--- src/rtl/glb_seg_stream_merger.sv ---
// Merges NUM_CH segment-mode block streams (header + payload, then done token) into one
// GLB-bound stream; one channel is locked per segment, round-robin, with an optional tag word.
module glb_seg_stream_merger #(
  parameter int              NUM_CH   = 4,
  parameter int              DATA_W   = 17,
  parameter int              MAX_SEG  = 512,
  parameter logic [DATA_W-1:0] DONE_TOK = 17'h10100
) (
  input  logic                     clk,
  input  logic                     rst_n,
  input  logic                     clk_en,
  input  logic                     flush,
  input  logic                     tile_en,
  input  logic                     tag_en,
  input  logic [NUM_CH*DATA_W-1:0] in_data,
  input  logic [NUM_CH-1:0]        in_valid,
  output logic [NUM_CH-1:0]        in_ready,
  output logic [DATA_W-1:0]        out_data,
  output logic                     out_valid,
  input  logic                     out_ready,
  output logic                     done,
  output logic [15:0]              seg_count,
  output logic                     len_err
);

  localparam int CH_W = (NUM_CH > 1) ? $clog2(NUM_CH) : 1;
  localparam logic [15:0] MAX_SEG_L = 16'(MAX_SEG);
  localparam logic [CH_W-1:0] LAST_CH = CH_W'(NUM_CH - 1);

  typedef enum logic [2:0] {
    S_ARB, S_TAG, S_HDR, S_PAY, S_FIN, S_FWAIT, S_IDLE
  } state_t;

  state_t              state_q, state_d;
  logic [CH_W-1:0]     grant_q, grant_d;
  logic [CH_W-1:0]     rr_q, rr_d;
  logic [NUM_CH-1:0]   ch_done_q, ch_done_d;
  logic [15:0]         rem_q, rem_d;
  logic [DATA_W-1:0]   out_data_q, out_data_d;
  logic                out_valid_q, out_valid_d;
  logic                done_q, done_d;
  logic [15:0]         seg_q, seg_d;
  logic                len_err_q, len_err_d;

  logic                active;
  logic                load_en;
  logic [DATA_W-1:0]   cur_word;
  logic [15:0]         hdr_len;
  logic [CH_W-1:0]     rr_next;
  logic                pick_found;
  logic [CH_W-1:0]     pick;

  assign active   = clk_en & tile_en & ~flush;
  assign load_en  = ~out_valid_q | out_ready;
  assign cur_word = in_data[grant_q*DATA_W +: DATA_W];
  assign hdr_len  = cur_word[15:0];
  assign rr_next  = (grant_q == LAST_CH) ? '0 : grant_q + 1'b1;

  // Round-robin pick: first valid, not-done channel at or after rr_q, wrapping.
  always_comb begin
    pick_found = 1'b0;
    pick       = '0;
    for (int unsigned k = 0; k < NUM_CH; k++) begin
      int unsigned idx;
      idx = 32'(rr_q) + k;
      if (idx >= NUM_CH) idx = idx - NUM_CH;
      if (!pick_found && in_valid[idx] && !ch_done_q[idx]) begin
        pick_found = 1'b1;
        pick       = CH_W'(idx);
      end
    end
  end

  always_comb begin
    state_d     = state_q;
    grant_d     = grant_q;
    rr_d        = rr_q;
    ch_done_d   = ch_done_q;
    rem_d       = rem_q;
    out_data_d  = out_data_q;
    out_valid_d = out_valid_q;
    done_d      = done_q;
    seg_d       = seg_q;
    len_err_d   = len_err_q;
    in_ready    = '0;

    if (active) begin
      // An empty or drained output register goes invalid unless reloaded below.
      if (load_en) out_valid_d = 1'b0;

      unique case (state_q)
        S_ARB: begin
          if (&ch_done_q) begin
            state_d = S_FIN;
          end else if (pick_found) begin
            grant_d = pick;
            state_d = tag_en ? S_TAG : S_HDR;
          end
        end
        S_TAG: begin
          if (load_en) begin
            out_data_d  = DATA_W'(grant_q);
            out_valid_d = 1'b1;
            state_d     = S_HDR;
          end
        end
        S_HDR: begin
          if (load_en) begin
            in_ready[grant_q] = 1'b1;
            if (in_valid[grant_q]) begin
              if (cur_word == DONE_TOK) begin
                ch_done_d[grant_q] = 1'b1;
                rr_d               = rr_next;
                state_d            = S_ARB;
              end else begin
                out_data_d  = cur_word;
                out_valid_d = 1'b1;
                if (hdr_len > MAX_SEG_L) begin
                  len_err_d = 1'b1;
                  rem_d     = MAX_SEG_L;
                end else begin
                  rem_d     = hdr_len;
                end
                if (hdr_len == 16'd0) begin
                  seg_d   = seg_q + 16'd1;
                  rr_d    = rr_next;
                  state_d = S_ARB;
                end else begin
                  state_d = S_PAY;
                end
              end
            end
          end
        end
        S_PAY: begin
          if (load_en) begin
            in_ready[grant_q] = 1'b1;
            if (in_valid[grant_q]) begin
              out_data_d  = cur_word;
              out_valid_d = 1'b1;
              rem_d       = rem_q - 16'd1;
              if (rem_q == 16'd1) begin
                seg_d   = seg_q + 16'd1;
                rr_d    = rr_next;
                state_d = S_ARB;
              end
            end
          end
        end
        S_FIN: begin
          if (load_en) begin
            out_data_d  = DONE_TOK;
            out_valid_d = 1'b1;
            state_d     = S_FWAIT;
          end
        end
        S_FWAIT: begin
          if (out_ready) begin
            done_d  = 1'b1;
            state_d = S_IDLE;
          end
        end
        S_IDLE: ;
        default: state_d = S_ARB;
      endcase
    end
  end

  always_ff @(posedge clk or negedge rst_n) begin
    if (!rst_n) begin
      state_q     <= S_ARB;
      grant_q     <= '0;
      rr_q        <= '0;
      ch_done_q   <= '0;
      rem_q       <= '0;
      out_data_q  <= '0;
      out_valid_q <= 1'b0;
      done_q      <= 1'b0;
      seg_q       <= '0;
      len_err_q   <= 1'b0;
    end else if (flush) begin
      state_q     <= S_ARB;
      grant_q     <= '0;
      rr_q        <= '0;
      ch_done_q   <= '0;
      rem_q       <= '0;
      out_data_q  <= '0;
      out_valid_q <= 1'b0;
      done_q      <= 1'b0;
      seg_q       <= '0;
      len_err_q   <= 1'b0;
    end else begin
      state_q     <= state_d;
      grant_q     <= grant_d;
      rr_q        <= rr_d;
      ch_done_q   <= ch_done_d;
      rem_q       <= rem_d;
      out_data_q  <= out_data_d;
      out_valid_q <= out_valid_d;
      done_q      <= done_d;
      seg_q       <= seg_d;
      len_err_q   <= len_err_d;
    end
  end

  // tile_en masks the visible valid only; the held word reappears when the tile resumes.
  assign out_valid = out_valid_q & tile_en;
  assign out_data  = out_data_q;
  assign done      = done_q;
  assign seg_count = seg_q;
  assign len_err   = len_err_q;

endmodule

--- config.mk ---
export PLATFORM = sky130hd
export DESIGN_NAME = glb_seg_stream_merger
export DESIGN_NICKNAME = d
export VERILOG_FILES = /design/src/rtl/glb_seg_stream_merger.sv
export SDC_FILE = /design/constraint.sdc
export NUM_CORES = 1
export LEC_CHECK = 0
export CORE_ASPECT_RATIO = 1.4
export CORE_MARGIN = 1
export CORE_UTILIZATION = 49
export CTS_CLUSTER_SIZE = 24
export DETAILED_ROUTE_END_ITERATION = 6
export PLACE_DENSITY = 0.87
export SLEW_MARGIN = 5
export SYNTH_ARGS = -nofsm -noshare
export SYNTH_HDL_FRONTEND = slang
export SYNTH_SLANG_ARGS = --single-unit
--- constraint.sdc ---
create_clock -name clk -period 3.9 [get_ports clk]
set_input_delay 0.585 -clock clk [delete_from_list [all_inputs] [get_ports clk]]
set_output_delay 0.585 -clock clk [all_outputs]
set_load 0.02 [all_outputs]
==> results_dict.tcl <==
set metrics [dict create \
    outcome "finished clean" \
    worstPathArrival_ps 3760 \
    crit_fanout 26 \
    synth-seq-cells 63 \
    nets 628 \
    viasPerCell 6.62 \
    reg2reg_depth 8 \
    yosysWarnings 0 \
    yosysTopAreaCell "dfrtp_1" \
    netlist_instances 424 \
    wl_per_cell_um 21.4 \
    die_h_um 111 \
    period_share 0.896 \
    n_antenna_cell 0 \
    path_delay_family "simple AND/OR/NAND/NOR gates" \
    crit_buf_inv 2 \
    grt-ovfl-total 0 \
    drt_iter0_markers 402 \
    min_period_ps 3490 \
    die_area_um2 8840 \
    seq_area_frac_synth 0.380 \
    synthMuxAreaShare 0.104 \
    syn_area_per_cell_um2 9.79 \
    hold_slack_ps 455 \
    grt_usage 0.323 \
    path_common_cell "buf_4" \
    pwr_density_cell_nw_per_um2 412 \
    path_class "flop to flop" \
    finalSetupTns_ps 0 \
    cts_tree "yes" \
    max_freq_ghz 0.286 \
    ys.flop_type "dfrtp_1" \
    synthSimpleGateAreaFrac 0.198 \
    grt_max_degree 47 \
    antenna_left 0 \
    cp-start-kind "flop" \
    initial_core_util 0.506 \
    syn_nets 510 \
    totalWireLength_um 13800 \
    tightestPinTransition_ps 1100 \
    die_x_um 79.8 \
    power_mw 2.35 \
    cp.depth 8 \
    setup_viol 0 \
    r2r_slack_ps 410 \
    synthToLayoutAreaGrowth_pct 37.6 \
    hold_viol 0 \
    antenna_found_initial 0 \
    globalplace.congestion 0.904 \
    synth_area_um2 4150 \
    synth_xor_area_frac 0.00633 \
    coreArea_um2 8200 \
    placementRows 39 \
    end_kind "flop" \
    cts_max_level 3 \
    vias 4289 \
    synthAdderAreaFrac 0.0211 \
    synth_top_cell_area_share 0.380 \
    grt_pass1_vias 4263 \
    leakagePower_nw 2.29 \
    skew_ps 6.26 \
    clock_path_buffers 2 \
    hold_buffers 0 \
    cts.sinks 63 \
    port-buffer-count 118 \
    drt_first_pass_iters 5 \
    drv_cap 0 \
    clkLatencyLatePin_ps 330 \
    cp_slowest_cell "mux4_2" \
    vdd_drop_max_v 0.000250 \
    synth_compound_area_frac 0.248 \
    drive_gt1_frac 0.106 \
    cpPeakStageDelay_ps 590 \
    path_clk_slew_ps 50 \
    crit_required_ps 4170 \
    hpwl_um 10100 \
    numCtsBuffers 9 \
    fill_cells 630 \
    drv_slew 0 \
    drc 0 \
    synthTopCellsByArea "dfrtp_1, mux4_2, a22o_1" \
    most-common-layout-cells "clkdlybuf4s50_1, dfrtp_1, o21ai_0" \
    post_cts_buffers 0 \
    synth_top_family_by_area "compound AO/OA/AOI/OAI gates" \
    cp_cell_sequence "buf_4 -> mux4_2 -> nor4_2 -> nand3b_1 -> o21a_1 -> buf_4 -> or4_1 -> nand2_1" \
    grt_pass1_wl_um 21900 \
    rsz0062_at_grt "false" \
    slew-limit-headroom 0.269 \
    synth_cell_type_count 63 \
    cts_root_buffer "clkbuf_16" \
    final_common_cell "clkdlybuf4s50_1" \
    async_flop_share 1.00 \
    hold_path_class "input pin to asynchronous set/reset pin" \
    cts_resized 0 \
    top_level_ports 119 \
    synth_edf_count 0 \
]
## synth_stat cells (6+ instances only)
cell      number
nor2_1        30
nand3_1       13
and2_1        10
nor2b_1        7
or4_1          7
dfrtp_1       63
o31ai_1        8
nand4_1        6
a21oi_1       19
nand2b_1       6
clkbuf_1      15
ha_1           7
o21ai_0       33
nor3_1        15
a31oi_1        6
inv_1         14
o21a_1         7
nand2_1       20
mux4_2        17
a22o_1        28
## worst reg2reg max path, stage by stage, from the launching register on
cell      delay (ps)
dfrtp_1          540
buf_4            350
mux4_2           600
nor4_2           450
nand3b_1         200
o21a_1           510
buf_4            300
or4_1            400
nand2_1           80
## layout make-up
cell class	instances	area, um^2	area share
inverters	14	52.6	0.00920
repair buffers	132	1280	0.224
well taps	102	128	0.0224
multi-input cells	322	2400	0.420
clock inverters	1	30.0	0.00526
clock buffers	14	244	0.0427
flip-flops and latches	63	1580	0.276
## registers in the layout, indices dropped and copies added, names as in the netlist
register     flops
out_data        17
state_q          3
ch_done_q        4
grant_q          2
done             1
rem_q           16
out_valid_q      1
rr_q             2
seg_count       16
len_err          1
## stage by stage
step                cell area (um^2)  worst slack [ps]   util  instances
CTS                             5710               415  0.696        648
global route                    5710               200  0.696        648
global placement                5440               315  0.663        633
floorplan                       4150               972      -        424
detailed placement              5440               260  0.663        633
finish                          5710               406  0.696        648
## per-layer routing
metal  global-route usage  vias up  share of wire
li1                     -     1888              -
met1                0.392     2086           0.37
met2                0.546      253           0.52
met3               0.0420       62          0.063
met4                0.176        0          0.044
met5                    0        -              0
## report_power, final
group,leakage [nW],internal (mW),switching [mW]
Clock,0.131,0.492,0.269
Combinational,1.29,0.353,0.438
Sequential,0.868,0.705,0.0973
## cells by family (layout without fill, tap and decap cells)
| group | count (synthesis) | count (layout) |
|---|---|---|
| simple gates | 148 | 148 |
| mux | 20 | 20 |
| buf+inv | 39 | 161 |
| xor+xnor | 3 | 3 |
| flops | 63 | 63 |
| compound gates | 144 | 144 |
| fa+ha+maj | 7 | 7 |
## worst paths after layout
kind / startpoint / to
worst min register to register: done / done
worst max-delay path: grant_q[0] / seg_count[0]
min in group clk: done / done
max in group asynchronous: rst_n / rem_q[10]
worst max register to register: grant_q[0] / seg_count[0]
worst min-delay path: rst_n / out_data[14]
No activity file was read; power rests on OpenSTA's default activity.
